$ cat src/rtl/alu_pipe.sv
// rtl/alu_pipe.sv - registered WIDTH-bit ALU with accumulator, stored carry, sticky overflow and valid/ready handshake
module alu_pipe #(
    parameter int WIDTH = 8
) (
    input  logic             clk,
    input  logic             rst,
    input  logic             in_valid,
    output logic             in_ready,
    input  logic [WIDTH-1:0] a,
    input  logic [WIDTH-1:0] b,
    input  logic [2:0]       sel,
    input  logic             use_acc,
    input  logic             clr_sticky,
    output logic             out_valid,
    input  logic             out_ready,
    output logic [WIDTH-1:0] result,
    output logic             carry,
    output logic             zero,
    output logic             negative,
    output logic             overflow,
    output logic             ovf_sticky
);

    localparam logic [2:0] OP_ADD  = 3'b000;
    localparam logic [2:0] OP_SUB  = 3'b001;
    localparam logic [2:0] OP_AND  = 3'b010;
    localparam logic [2:0] OP_OR   = 3'b011;
    localparam logic [2:0] OP_XOR  = 3'b100;
    localparam logic [2:0] OP_ADDC = 3'b101;
    localparam logic [2:0] OP_SHL  = 3'b110;
    localparam logic [2:0] OP_SHR  = 3'b111;

    typedef enum logic {
        S_EMPTY = 1'b0,
        S_FULL  = 1'b1
    } state_t;

    state_t           r_state;
    state_t           w_state_nxt;

    logic [WIDTH-1:0] r_acc;
    logic             r_carry_q;
    logic [WIDTH-1:0] r_result;
    logic             r_carry;
    logic             r_zero;
    logic             r_negative;
    logic             r_overflow;
    logic             r_sticky;

    logic             w_accept;
    logic [WIDTH-1:0] w_op_a;
    logic [WIDTH:0]   w_sum;
    logic [WIDTH:0]   w_diff;
    logic [WIDTH-1:0] w_res;
    logic             w_carry;
    logic             w_ovf;

    // The output slot is free when empty or when it drains this cycle.
    assign in_ready  = (r_state == S_EMPTY) || out_ready;
    assign w_accept  = in_valid && in_ready;
    assign out_valid = (r_state == S_FULL);

    assign w_op_a = use_acc ? r_acc : a;
    // The stored carry only feeds the adder for ADDC.
    assign w_sum  = {1'b0, w_op_a} + {1'b0, b}
                  + {{WIDTH{1'b0}}, (sel == OP_ADDC) && r_carry_q};
    // Extra top bit of the difference is the unsigned borrow.
    assign w_diff = {1'b0, w_op_a} - {1'b0, b};

    // Operation select: result, carry/borrow/shift-out and signed overflow.
    always_comb begin
        w_res   = '0;
        w_carry = 1'b0;
        w_ovf   = 1'b0;
        case (sel)
            OP_ADD, OP_ADDC: begin
                w_res   = w_sum[WIDTH-1:0];
                w_carry = w_sum[WIDTH];
                w_ovf   = (w_op_a[WIDTH-1] == b[WIDTH-1])
                       && (w_res[WIDTH-1] != w_op_a[WIDTH-1]);
            end
            OP_SUB: begin
                w_res   = w_diff[WIDTH-1:0];
                w_carry = w_diff[WIDTH];
                w_ovf   = (w_op_a[WIDTH-1] != b[WIDTH-1])
                       && (w_res[WIDTH-1] != w_op_a[WIDTH-1]);
            end
            OP_AND: w_res = w_op_a & b;
            OP_OR:  w_res = w_op_a | b;
            OP_XOR: w_res = w_op_a ^ b;
            OP_SHL: begin
                w_res   = {w_op_a[WIDTH-2:0], 1'b0};
                w_carry = w_op_a[WIDTH-1];
            end
            OP_SHR: begin
                w_res   = {1'b0, w_op_a[WIDTH-1:1]};
                w_carry = w_op_a[0];
            end
        endcase
    end

    // Output slot state register.
    always_ff @(posedge clk) begin
        if (rst) r_state <= S_EMPTY;
        else     r_state <= w_state_nxt;
    end

    // Output slot next state: fill on accept, drain when consumed without refill.
    always_comb begin
        w_state_nxt = r_state;
        case (r_state)
            S_EMPTY: if (w_accept) w_state_nxt = S_FULL;
            S_FULL:  if (out_ready && !w_accept) w_state_nxt = S_EMPTY;
        endcase
    end

    // Result, flags, accumulator and stored carry load together on accept only.
    always_ff @(posedge clk) begin
        if (rst) begin
            r_result   <= '0;
            r_carry    <= 1'b0;
            r_zero     <= 1'b0;
            r_negative <= 1'b0;
            r_overflow <= 1'b0;
            r_acc      <= '0;
            r_carry_q  <= 1'b0;
        end else if (w_accept) begin
            r_result   <= w_res;
            r_carry    <= w_carry;
            r_zero     <= (w_res == '0);
            r_negative <= w_res[WIDTH-1];
            r_overflow <= w_ovf;
            r_acc      <= w_res;
            r_carry_q  <= w_carry;
        end
    end

    // Sticky overflow: a new overflow beats a simultaneous clear.
    always_ff @(posedge clk) begin
        if (rst)                      r_sticky <= 1'b0;
        else if (w_accept && w_ovf)   r_sticky <= 1'b1;
        else if (clr_sticky)          r_sticky <= 1'b0;
    end

    assign result     = r_result;
    assign carry      = r_carry;
    assign zero       = r_zero;
    assign negative   = r_negative;
    assign overflow   = r_overflow;
    assign ovf_sticky = r_sticky;

endmodule

$ cat config.mk
export PLATFORM = sky130hd
export DESIGN_NAME = alu_pipe
export DESIGN_NICKNAME = d
export VERILOG_FILES = /design/src/rtl/alu_pipe.sv
export SDC_FILE = /design/constraint.sdc
export NUM_CORES = 1
export LEC_CHECK = 0
export ABC_CLOCK_PERIOD_IN_PS = 3400
export CORE_ASPECT_RATIO = 1.5
export CORE_MARGIN = 2
export CORE_UTILIZATION = 40
export DETAILED_ROUTE_END_ITERATION = 16
export PLACE_DENSITY = 0.67
export SYNTH_ARGS = -nofsm -noshare
export SYNTH_HDL_FRONTEND = slang
export SYNTH_SLANG_ARGS = --single-unit
$ cat constraint.sdc
create_clock -name clk -period 3.4 [get_ports clk]
set_clock_uncertainty 0.15 [all_clocks]
set_input_delay 0.68 -clock clk [delete_from_list [all_inputs] [get_ports clk]]
set_output_delay 0.68 -clock clk [all_outputs]
set_load 0.05 [all_outputs]
* Yosys cells after proc, flatten, opt, wreduce, memory -nomap -nowiden *
Index checks and enable logic that the tools add are counted.

operators by class
  multiplexer cells = 9
  add/sub/neg operators = 3
  bitwise logic cells = 4
  eq/ne operators = 11
  reduce and logical (&&, ||, !) cells = 12

operators by type and width
  cell                                           count
  case mux 8 bit (7 select lines)                1
  == test 3 bit, second input constant           4
  adder 8 x 8 -> 9 bit                           1
  adder 9 x 1 -> 9 bit                           1
  subtractor 8 x 8 -> 9 bit                      1
  bitwise AND 8 bit                              1
  zero test 8 bit                                1
  2-to-1 mux 8 bit                               1
  OR 8 bit                                       1
  bitwise XOR 8 bit                              1
  == test 3 x 2 -> 1 bit, second input constant  2
  logical AND 1 bit                              6
  2-to-1 mux 1 bit                               4
  case mux 1 bit (2 select lines)                2
  case mux 1 bit (4 select lines)                1
  == test 3 x 1 -> 1 bit, second input constant  1
  zero test 3 bit                                1
  != test 1 bit                                  3
  nonzero test 2 bit                             1
  OR reduction 2 bit                             1
  == test 1 bit                                  1
  zero test 1 bit                                1
  logical OR 1 bit                               1
  NOT 1 bit                                      1

word-level totals
  input bits = 25
  output and inout bits = 15
  word-level logic and storage cells = 46
  register bits = 14

* Logic depth before layout (Yosys ltp) *
Gate-level depths: netlist (run 1).

  depth in word-level cells = 8
  gate-level depth with buffers = 13
  gate-level depth less buffers = 12

* Least setup slack after synthesis (run 1) *
No wires, ideal clock.

  path kind = in2reg
  from = input use_acc
  to = register r_zero (netlist: zero)
  path buffers = 1
  data required time = 3.191 ns
  cell stages on the path = 12
  slack = 0.014 ns
  library setup time = 0.059 ns
  arrival time = 3.177 ns
  cells stage by stage = buf_6 mux2i_1 inv_1 fa_1 inv_1 fa_1 and2b_1 o21ai_0 or3b_2 a31oi_1 and4_1 a41o_1

on the way
  word-level cells in the longest chain between the ends = 5
  elaborated cells on any way between the ends = 9
  classes of those cells = add/sub (3); mux (2); bitwise (3); reduce/logical (1)

RTL lines
  item                                 RTL line  text
  from (decl)                          12        input logic use_acc,
  2-to-1 mux 8 bit (*)                 63        assign w_op_a = use_acc ? r_acc : a;
  adder 8 x 8 -> 9 bit                 65        assign w_sum = {1'b0, w_op_a} + {1'b0, b}
  adder 9 x 1 -> 9 bit                 66        + {{WIDTH{1'b0}}, (sel == OP_ADDC) && r_carry_q};
  case mux 8 bit (7 select lines) (*)  75        case (sel)
  zero test 8 bit (*)                  130       r_zero <= (w_res == '0);
  to (signal assigned)                 130
  to (decl)                            45        logic r_zero;

Mark *: on every way between the ends. The rest lies on a longest branch, timed or not.
A chain may end at the register's enable or synchronous reset.

* Worst setup path in the final report (run 1) *
  from = input use_acc
  to = register r_sticky (netlist: ovf_sticky)

on the way
  word-level cells in the longest chain between the ends = 8
  elaborated cells on any way between the ends = 14
  classes of those cells = add/sub (3); eq/ne (4); mux (3); reduce/logical (4)

RTL lines
  item                                                    RTL line  text
  2-to-1 mux 8 bit (*)                                    63
  adder 8 x 8 -> 9 bit                                    65
  adder 9 x 1 -> 9 bit                                    66
  != test 1 bit                                           80        && (w_res[WIDTH-1] != w_op_a[WIDTH-1]);
  logical AND 1 bit                                       80
  case mux 1 bit (2 select lines) (*)                     75
  logical AND 1 bit (*)                                   141       else if (w_accept && w_ovf) r_sticky <= 1'b1;
  2-to-1 mux 1 bit or nonzero test 2 bit (tied branches)  --
  to (signal assigned)                                    140       if (rst) r_sticky <= 1'b0;
  to (signal assigned)                                    141
  to (signal assigned)                                    142       else if (clr_sticky) r_sticky <= 1'b0;
  to (decl)                                               48        logic r_sticky;

Marks and branches as above.

==> metrics.yaml, run 1 <==
timing:
  slew_viol_final: 0
  fmax_ghz: 0.3082
  setup_tns_ns: 0
  period_share_pct: 95.42
  hold_viol: 0
  hold_ws_ns: 0.3353
  setup_violations: 0
  worst_pin_slew_ns: 0.5658
  maxSlewHeadroom_pct: 62.14
  period_needed_ns: 3.244
critical_path:
  cp-startpoint: "use_acc"
  path_max_fanout: 6
  path_class: "in -> reg"
  r2r-start: "result[0]"
  crit_path_end_kind: "register"
  crit_arrival_ns: 3.21
  r2r-end: "carry"
  startpoint_type: "input pin"
  critical_path.endpoint: "ovf_sticky"
  reg2reg_depth: 12
  reg2reg_slack_ns: 0.66
  required_ns: 3.36
yosys:
  ys.flop_type: "dfxtp_1"
  syn_area_um2: 2100
  async_flop_share_pct: 0
  synth.distinct_cells: 63
  yosys_warnings: 0
  synth_common_cells: "30 x ha_1, 25 x nor2_1, 24 x inv_1"
  synth-seq-cells: 13
  synth_edf_count: 0
  synth.area.top_cells: "ha_1 18%, dfxtp_1 12%, nor2_1 4.5%"
  synthCells: 265
  synth_top_area_share_pct: 17.88
  synthMostInstantiatedCell: "ha_1"
  syn_avg_cell_area_um2: 7.923
  syn_nets: 323
  yosysTopAreaCell: "ha_1"
  synth-seq-area-share_pct: 12.40
clock_tree:
  clk_latency_ns: 0.24
  cts_sinks: 13
  clockRootBuffer: "clkbuf_8"
  cts_tree: "built"
  cts_buffers: 3
  path_clk_slew_ns: 0.05
  clockBufferDepth: 2
  htreeDepth: 1
grt:
  first_global_vias: 2284
  grt_antenna_before_repair: 0
  grt_usage_pct: 22.41
  grt_overflow: 0
  grt_max_degree: 28
  grt_pass1_wl_mm: 10.58
power:
  power.switching_mw: 0.3573
  p_seq_share_pct: 20.0
  pwr-share-comb_pct: 64.7
  p_sw_share_pct: 40.34
  powerDensity_nw_per_um2: 288.5
  leakage_nw: 1.432
  vdd_drop_max_mv: 0.2475
  p_int_mw: 0.5284
  p_total_mw: 0.8857
  power.share.clock_pct: 15.3
floorplanning:
  dieArea_um2: 5856
  row_count: 32
  core-area_um2: 5085
  initial_utilization_pct: 41.29
  die_h_um: 92.73
  die_w_um: 63.16
  pin_count: 40
cells_and_area:
  fin_nets: 416
  seqCellArea_um2: 260.3
  multi_input_area_um2: 1713
  n_antenna_cell: 0
  drive_gt1_share_pct: 24.65
  final_area_um2: 3070
  n_fill_cell: 487
  final_cells: 425
  area_growth_pct: 46.25
flow_run:
  maxCapViolations: 0
placement:
  dp.cells: 418
  io_buffers: 39
  dpl_cell_area_um2: 2944
  dpl.hpwl_mm: 5.209
  gp_congestion: 0.8649
drt:
  drc: 0
  drtIter0Drc: 77
  routed_via_density: 5.414
  totalWireLength_mm: 6.509
  vias: 2301
  detail_route.first_pass.iterations: 4
  wl_per_cell_um: 15.32
  ant_nets: 0
min_path:
  worstHoldPathType: "reg -> reg"
outcome:
  outcome: "complete, no violations"
## per-layer routing
metal	wire, µm	track usage [%]	share of wire (%)	up-vias
li1	-	-	-	1125
met1	2557	24.31	39	1079
met2	3505	44.50	54	87
met3	310	1.580	4.8	10
met4	136	7.593	2.1	0
met5	0	0	0	-
## power groups by stage
stage               Clock, mW  Combinational [mW]  Sequential [mW]
floorplan                   0               0.276            0.221
global placement            0               0.540            0.180
detailed placement          0               0.544            0.180
CTS                     0.140               0.559            0.176
global route            0.145               0.620            0.178
finish                  0.136               0.573            0.177
## registers in the layout, summed over array words and instances (netlist names)
name        cells
carry           1
out_valid       1
overflow        1
ovf_sticky      1
result          8
zero            1
## per-stage QoR
stage	utilization [%]	setup slack, ns
3_5_place_dp	57.90	-0.3707
5_1_grt	60.38	-0.01428
2_1_floorplan	-	0.01398
4_1_cts	59.62	0.007845
3_3_place_gp	57.90	-0.3586
6_report	60.38	0.1557
## cell families (layout without fill, tap and decap cells)
| kind of cell | after synthesis | after routing | synth area share (%) |
|---|---|---|---|
| AND/OR/NAND/NOR | 85 | 85 | 20.44 |
| buffers and inverters | 39 | 131 | 8.522 |
| multiplexers | 14 | 14 | 9.655 |
| AO/OA/AOI/OAI | 70 | 70 | 23.66 |
| adder cells (fa/ha/maj) | 33 | 33 | 20.74 |
| XOR/XNOR | 11 | 11 | 4.589 |
| flip-flops | 13 | 13 | 12.40 |
## worst min-delay path by stage
stage          startpoint          to  slack, ns  cells after the start
4_1_cts        ovf_sticky  ovf_sticky       0.34                      2
5_1_grt        ovf_sticky  ovf_sticky       0.37                      2
2_1_floorplan  ovf_sticky  ovf_sticky       0.54                      2
3_5_place_dp   ovf_sticky  ovf_sticky       0.33                      2
6_report       ovf_sticky  ovf_sticky       0.34                      2
3_3_place_gp   ovf_sticky  ovf_sticky       0.32                      2
## layout make-up
class | count | area share [%]
clock buffer | 4 | 1.467
inverter | 24 | 2.934
multi-input combinational | 213 | 55.79
sequential | 13 | 8.476
tap | 68 | 2.771
timing repair buffer | 103 | 28.57
## cells in the final DEF (no fill, tap or decap), types with 2 or more instances in the layout
master	count
o211ai_1	3
ha_1	30
a211oi_1	7
dlygate4sd2_1	2
nor2b_1	2
nor2_1	24
o22ai_1	3
dfxtp_1	13
fa_2	2
o21a_1	3
nand3b_1	3
nor3b_1	2
clkbuf_8	3
o31ai_1	2
clkdlybuf4s50_1	35
a21o_1	3
mux2i_1	8
inv_1	24
o21bai_1	2
nand3_1	5
a21oi_1	14
nor3_1	4
nand2_1	22
xor2_1	5
o21ai_1	2
xnor2_1	6
nand2b_1	9
buf_4	63
dlymetal6s2s_1	2
a31oi_1	2
a22oi_1	2
mux4_2	4
o21ai_0	6
## worst max-delay path: stages
cell and delay [ns]:
dlygate4sd2_1 0.27, buf_6 0.16, mux2i_1 0.20, buf_4 0.16, buf_4 0.13, inv_1 0.05
ha_1 0.16, o21bai_1 0.18, nor4b_1 0.16, buf_4 0.15, o32a_1 0.38, xnor2_1 0.14
a32oi_1 0.26, o32ai_1 0.12
## timing repair
action / in CTS / in global routing
pin swaps: 4 / 4
hold buffers: 0 / 0
gates resized for setup: 9 / 8
buffers inserted: 1 / 2
setup endpoints to repair: 9 / 5
No activity file was read; power rests on OpenSTA's default activity.
==> inputs of run 2 (changes only) <==
--- a/config.mk
+++ b/config.mk
@@ -9,6 +9,8 @@
 export CORE_ASPECT_RATIO = 1.5
 export CORE_MARGIN = 2
 export CORE_UTILIZATION = 40
+export CTS_CLUSTER_DIAMETER = 60
+export CTS_CLUSTER_SIZE = 16
 export DETAILED_ROUTE_END_ITERATION = 16
 export PLACE_DENSITY = 0.67
 export SYNTH_ARGS = -nofsm -noshare
==> results of run 2 <==
Same layout as run 1: the final DEF is identical, and so are final timing and power.
